<file path="src/rtl/seq_restoring_divider.sv">
// Iterative unsigned restoring divider.
// Divides a 2W-bit dividend by a W-bit divisor and produces one quotient bit per clock.
// A start/done handshake frames each operation.
// The quotient and remainder registers hold the last completed result until the next one is ready.
module seq_restoring_divider #(
  parameter int W = 2
) (
  input  logic             clk,
  input  logic             rst_n,
  input  logic             start,
  input  logic [2*W-1:0]   dividend,
  input  logic [W-1:0]     divisor,
  output logic             busy,
  output logic             done,
  output logic [2*W-1:0]   quotient,
  output logic [W-1:0]     remainder,
  output logic             div_zero
);

  localparam int QW    = 2 * W;
  localparam int CNT_W = (QW > 1) ? $clog2(QW) : 1;
  localparam logic [CNT_W-1:0] LAST_CNT = CNT_W'(QW - 1);

  typedef enum logic [1:0] {
    ST_IDLE = 2'd0,
    ST_RUN  = 2'd1,
    ST_DONE = 2'd2
  } state_t;

  state_t           state_q, state_d;
  logic [QW-1:0]    dvd_q, dvd_d;         // dividend, shifted left one bit per step
  logic [W-1:0]     dsr_q, dsr_d;         // divisor captured at accept
  logic [W:0]       rem_q, rem_d;         // partial remainder, one guard bit
  logic [QW-1:0]    q_q, q_d;             // quotient under construction
  logic [CNT_W-1:0] cnt_q, cnt_d;         // step index within the operation
  logic [QW-1:0]    quotient_q, quotient_d;
  logic [W-1:0]     remainder_q, remainder_d;
  logic             div_zero_q, div_zero_d;

  logic [W:0]       trial;
  logic             fits;
  logic [W:0]       rem_step;
  logic [QW-1:0]    q_step;
  logic             dsr_is_zero;

  // One restoring step: shift in the next dividend bit, subtract the divisor if it fits.
  // The compare is W+1 bits wide, so it cannot overflow.
  always_comb begin
    trial       = {rem_q[W-1:0], dvd_q[QW-1]};
    fits        = (trial >= {1'b0, dsr_q});
    rem_step    = fits ? (trial - {1'b0, dsr_q}) : trial;
    q_step      = {q_q[QW-2:0], fits};
    dsr_is_zero = (dsr_q == '0);
  end

  // Next-state and datapath control. The DONE state accepts start so operations can run back to back.
  always_comb begin
    state_d     = state_q;
    dvd_d       = dvd_q;
    dsr_d       = dsr_q;
    rem_d       = rem_q;
    q_d         = q_q;
    cnt_d       = cnt_q;
    quotient_d  = quotient_q;
    remainder_d = remainder_q;
    div_zero_d  = div_zero_q;

    case (state_q)
      ST_RUN: begin
        dvd_d = dvd_q << 1;
        rem_d = rem_step;
        q_d   = q_step;
        cnt_d = cnt_q + CNT_W'(1);
        if (cnt_q == LAST_CNT) begin
          state_d = ST_DONE;
          // With a zero divisor the raw algorithm yields all-ones and the
          // dividend's low bits; report a clean all-ones / zero instead.
          if (dsr_is_zero) begin
            quotient_d  = '1;
            remainder_d = '0;
            div_zero_d  = 1'b1;
          end else begin
            quotient_d  = q_step;
            remainder_d = rem_step[W-1:0];
            div_zero_d  = 1'b0;
          end
        end
      end
      ST_DONE: begin
        state_d = start ? ST_RUN : ST_IDLE;
      end
      default: begin
        state_d = start ? ST_RUN : ST_IDLE;
      end
    endcase

    // Accept: capture operands, start a fresh iteration. The previous
    // quotient/remainder stay visible until this operation completes.
    if (start && (state_q != ST_RUN)) begin
      dvd_d      = dividend;
      dsr_d      = divisor;
      rem_d      = '0;
      q_d        = '0;
      cnt_d      = '0;
      div_zero_d = 1'b0;
    end
  end

  // State and datapath registers; reset aborts any operation in flight.
  always_ff @(posedge clk or negedge rst_n) begin
    if (!rst_n) begin
      state_q     <= ST_IDLE;
      dvd_q       <= '0;
      dsr_q       <= '0;
      rem_q       <= '0;
      q_q         <= '0;
      cnt_q       <= '0;
      quotient_q  <= '0;
      remainder_q <= '0;
      div_zero_q  <= 1'b0;
    end else begin
      state_q     <= state_d;
      dvd_q       <= dvd_d;
      dsr_q       <= dsr_d;
      rem_q       <= rem_d;
      q_q         <= q_d;
      cnt_q       <= cnt_d;
      quotient_q  <= quotient_d;
      remainder_q <= remainder_d;
      div_zero_q  <= div_zero_d;
    end
  end

  assign busy      = (state_q == ST_RUN);
  assign done      = (state_q == ST_DONE);
  assign quotient  = quotient_q;
  assign remainder = remainder_q;
  assign div_zero  = div_zero_q;

endmodule

</file>
<file path="config.mk">
export PLATFORM = sky130hd
export DESIGN_NAME = seq_restoring_divider
export DESIGN_NICKNAME = d
export VERILOG_FILES = /design/src/rtl/seq_restoring_divider.sv
export SDC_FILE = /design/constraint.sdc
export NUM_CORES = 1
export LEC_CHECK = 0
export CAP_MARGIN = 30
export CELL_PAD_IN_SITES_DETAIL_PLACEMENT = 1
export CELL_PAD_IN_SITES_GLOBAL_PLACEMENT = 1
export CORE_AREA = 2 2 55 57
export CTS_CLUSTER_SIZE = 8
export DETAILED_ROUTE_END_ITERATION = 10
export DIE_AREA = 0 0 57 59
export PLACE_DENSITY_LB_ADDON = 0.1
export SYNTH_ARGS = -nofsm -noshare
export SYNTH_HDL_FRONTEND = slang
export SYNTH_SLANG_ARGS = --single-unit
</file>
<file path="constraint.sdc">
create_clock -name clk -period 1.9 [get_ports clk]
set_input_delay 0.19 -clock clk [delete_from_list [all_inputs] [get_ports clk]]
set_output_delay 0.19 -clock clk [all_outputs]
set_load 0.005 [all_outputs]
</file>
-- Word level (Yosys, flattened, before mapping)
Cells that the tools add are included.
- $lt $le $gt $ge: 1
- reduce and logical (&&, ||, !) cells: 6
- muxes and demuxes: 18
- $add $sub $neg: 2
- equality and inequality tests: 5
- operator list (cell ; number):
    $mux 2 ; 8
    $mux 4 ; 3
    $mux 3 ; 2
    $mux 1 ; 5
    $eq 2x2->1 const B ; 2
    $ne 2x1->1 const B ; 2
    $reduce_and 2->1 ; 2
    $reduce_bool 2->1 ; 2
    $ge 3x2->1 ; 1
    $add 2x1->2 const B ; 1
    $eq 2x1->1 const B ; 1
    $logic_not 2->1 ; 1
    $sub 2x2->2 ; 1
    $logic_and 1x1->1 ; 1
- register bits: 22
- logic and storage cells: 41
- output and inout bits: 9
- bits of input ports: 9

-- Depth between registers and ports, before layout
Gate-level depths: netlist (run 1).
- depth after elaboration: 5
- gate-level depth with buffers: 5
- gate-level depth less buffers: 5

-- Least setup slack after synthesis (run 1)
No wires, ideal clock.
- path type: register -> register
- start: reg dsr_q[1]
- end: reg remainder_q[1], in the netlist remainder[1]
- setup time: 0.126 ns
- clock period less this slack: 1.416 ns
- cell stages (with the launch flop): 6
- setup slack: 0.484 ns
- arrival time: 1.290 ns
- path buffers: 0
- required time: 1.774 ns
- cells stage by stage: dfrtp_1 inv_1 ha_1 a2111oi_0 a211o_1 o21ai_1
- word-level cells in the longest chain between the ends: 3
- elaborated cells on any way between the ends: 5
- classes of those cells: add/sub: 1; order compare: 1; mux: 2; reduce/logical: 1
- RTL lines (element ; line ; RTL):
    start: declaration ; 32 ; logic [W-1:0] dsr_q, dsr_d;
    start signal: assignment ; 124 ; dsr_q <= dsr_d;
    $ge 3x2->1 / $sub 2x2->2 (equally long branches) ; 50, 51 ;
    $mux 2 ; 51 ; rem_step = fits ? (trial - {1'b0, dsr_q}) : trial;
    $mux 2 (*) ; 78 ; if (dsr_is_zero) begin
    end signal: assignment ; 129 ; remainder_q <= remainder_d;
    end: declaration ; 37 ; logic [W-1:0] remainder_q, remainder_d;
Every way passes the cells marked *; elsewhere a longest branch is shown, timed or not.
A chain may end at the register's enable or synchronous reset.

-- Worst setup path after layout (run 1)
- start: reg state_q[1]
- end: out busy
- word-level cells in the longest chain between the ends: 1
- RTL lines (element ; line ; RTL):
    start: declaration ; 30 ; state_t state_q, state_d;
    start signal: assignment ; 122 ; state_q <= state_d;
    $eq 2x1->1 ; 134 ; assign busy = (state_q == ST_RUN);
    end: declaration ; 13 ; output logic busy,
Every way passes these cells.

==> results.env, run 1 <==
STATUS='finished, final reports clean'
ROUTE.VIAS.TOTAL=743
LAYOUT.FILLER_CELLS=304
ROW_COUNT=19
DIODES=0
RELATIVE_SLEW_MARGINS_PCT=63.40
CP.DEPTH=3
DESIGN.DIE.AREA_MM2=0.003363
TIMING.FMAX_MHz=582.0
NUMPORTBUFFERS=17
CRITICAL-PATH-TOP-DELAY-FAMILY='buffers and inverters'
GRT_OVERFLOW_TOTAL=0
SYNTHARSTFLOPSHARE_PCT=100.0
HTREE_NUM_LEVELS=1
ORDERED_CELL_LIST_FOR_THE_CRITICAL_PATH='nand2b_4 -> inv_2 -> clkdlybuf4s50_1'
ROUTER_ITERATIONS_BEFORE_ANTENNA_REPAIR=3
TIMING.CRITICAL_PATH.FROM_TYPE='register'
MAX_CAPACITANCE_VIOLATION_TOTAL=0
RSZ_0062_RAISED_AFTER_GLOBAL_ROUTING='false'
MIN_PATH_TYPE='input pin to async pin'
CRIT_PATH_MAX_INCR_DELAY_PS=500
CLK_PIN_SLEW_WORST_PATHS_PS=140
LAYOUT.CELLS.MOST_COMMON_LIST='dfrtp_1 (22), nand2_1 (17), clkdlybuf4s50_1 (17), o21ai_0 (10)'
SYNTH.FF_LATCH_COUNT=22
SYNTH_AREA_PER_CELL_UM2=10.79
SYNTH_AREA_MM2=0.001036
MOSTFREQUENTLAYOUTCELL='dfrtp_1'
TOTAL_GRT_USAGE_PCT=14.71
CTS_TREE='done'
WORST_EP_ARRIVAL_TIME_PS=1530
ROUTED_WIRE_LENGTH_PER_INSTANCE_UM=13.71
REG2REG_TO='rem_q[1]'
GRT_START_MAX_NET_PINS=23
CTS_HOLD_REPAIR.BUFFERS=0
CRITICAL_PATH_ORIGIN='state_q[1]'
SKEW_PS=13.30
CLOCK_TREE.BUFFER_DEPTH=2
POSTLAYOUTCOREUTIL_PCT=47.60
POST_ROUTE_CLOCK_PERIOD_UTILIZATION_PCT=90.43
WORSTREGTOREGCELLS=5
RR_STARTPOINT='dvd_q[3]'
TIMING.FINAL.MAX_SLEW_VIOLATIONS=0
CLOCKROOTBUFFER='clkbuf_4'
TOTAL_OF_WARNINGS_RAISED_BY_YOSYS=0
SYNTHESIS.NETS=108
LAYOUT_MIN_CYCLE_TIME_PS=1718
DETAIL-ROUTE-ANTENNA-NETS=0
DOMINANTREGCELLSYNTH='dfrtp_1'
TIMING.CRITICAL_PATH.FANOUT_MAX=11
CP_NUM_BUF_INV=2
FINALWEIGHTEDCONGESTION=0.6538
CRITICAL_PATH_CLASS='register to primary output'
REG_TO_REG_SETUP_TIMING_SLACK_PS=340
CP_SLOWEST_CELL='clkdlybuf4s50_1'
TOP_LEVEL_PORTS=18
POST_ROUTE_CELLS_DRIVE_ABOVE_1_SHARE_PCT=13.79
PRE_CTS_WS_PS=339.7
VIAS_PER_CELL=5.054
CRIT_REQUIRED_PS=1710
FIRST_GLOBAL_VIAS=795
SYNTH_EDF_COUNT=0
PEAKVDDDROP_mV=0.9473
END_KIND='primary output'
DRCVIOLATIONCOUNT=0
DETAIL_ROUTE.ITER0.VIOLATIONS=6
TIMING_WORST_SLEW_PIN_VALUE_PS=547.3
ROUTED_WL_MM=2.016
POWER_LEAKAGE_nW=0.6025
TIMING.FINAL.SETUP_VIOLATIONS=0
SYNTHTOLAYOUTAREAGROWTH_PCT=24.52
PLACEABLECOREAREA_MM2=0.002710
CLOCK-SINKS=22
SYNTH_CELLS=96
DIE_H_UM=59
CLOCK_INSERTION_DELAY_WORST_SKEW_PS=320
SYNTH_SEQUENTIAL_AREA_RATIO_PCT=53.14
LAYOUT.NETS=129
FINALWORSTSETUPSLACK_PS=181.8
FIN_SETUP_TNS_PS=0
TOTAL_CTS_BUFFERS=3
TIMING.CRITICAL_PATH.TO='busy'
PWR_DENSITY_CELL_mW_PER_MM2=1714
GRT_FIRST_PASS_WIRELENGTH_MM=3.746
START_UTIL_PCT=38.23
ANTENNA_FOUND_INITIAL=0
DIE_W_UM=57
YS_TYPES=27
PLACE_HPWL_MM=1.516
HOLD_VIOL_FINAL=0
## cell families after synthesis
family	after synthesis	synth area share [%]
AND/OR/NAND/NOR	37	20.17
adder cells (fa/ha/maj)	3	3.624
AO/OA/AOI/OAI	19	10.75
buffers and inverters	7	4.226
multiplexers	8	8.092
flip-flops	22	53.14
## flip-flops by register name (all words and copies together) (netlist names)
register / flops
div_zero: 1
remainder: 2
cnt_q: 2
dvd_q: 4
dsr_q: 2
q_q: 3
rem_q: 2
quotient: 4
state_q: 2
## layer usage
metal	GRT usage, %	wire length, um	vias up
li1	-	-	365
met1	19.83	994	354
met2	22.99	889	20
met3	2.183	93	4
met4	7.973	38	0
met5	0	0	-
## report_power, final
part / switching, mW / internal, mW
clock: 0.152 / 0.213
sequential: 0.145 / 0.682
combinational: 0.511 / 0.507
## per-stage QoR
stage | instance area [um2] | power [mW] | cells | hold slack (ps)
after floorplan | 1036 | 1.495 | 96 | -105.6
after global placement | 1232 | 1.806 | 143 | 449.9
after detailed placement | 1232 | 1.860 | 143 | 462.8
after CTS | 1285 | 2.231 | 147 | 206.6
after global routing | 1290 | 2.417 | 147 | 233.9
final | 1290 | 2.211 | 147 | 202.5
## cell type report
class / count / area [um2] / share of cell area (%)
Clock buffer: 3 / 22.52 / 1.746
Clock inverter: 1 / 30.03 / 2.328
Inverter: 4 / 16.27 / 1.261
Multi-Input combinational cell: 67 / 446.7 / 34.63
Sequential cell: 22 / 550.5 / 42.68
Tap cell: 31 / 38.79 / 3.007
Timing Repair Buffer: 19 / 185.2 / 14.35
## synthesized netlist by cell type, types with 2 or more instances
cell type  instances  area (um2)
mux2i_1            5       50.05
nand3b_1           6       45.04
ha_1               3       37.54
a21oi_1            2       10.01
o21ai_0           10       50.05
o31ai_1            2       15.01
buf_6              2       22.52
o21ai_1            2       10.01
nor2_1             6       22.52
mux2_2             3       33.78
inv_1              2       7.510
dfrtp_1           22       550.5
nand2_1           17       63.81
## how the worst min path moves through the flow
stage,from,end,slack (ps),cells past startpoint
final,rst_n,quotient[1],200,2
after global routing,rst_n,quotient[1],230,2
after CTS,rst_n,quotient[1],210,2
after detailed placement,quotient[2],quotient[2],460,2
after global placement,quotient[2],quotient[2],450,2
after floorplan,rst_n,cnt_q[0],-110,0
## repair_timing
item                                    4_1_cts  5_1_grt
endpoints found under the setup margin        0        1
buffers inserted                              0        0
gates resized for setup                       0        1
Power figures use the tool's default switching activity.
==> inputs of run 2 (changes only) <==
Settings changed: SKIP_LAST_GASP set to 1.
==> results of run 2 <==
Final layout, timing and power as in run 1 (identical DEF).
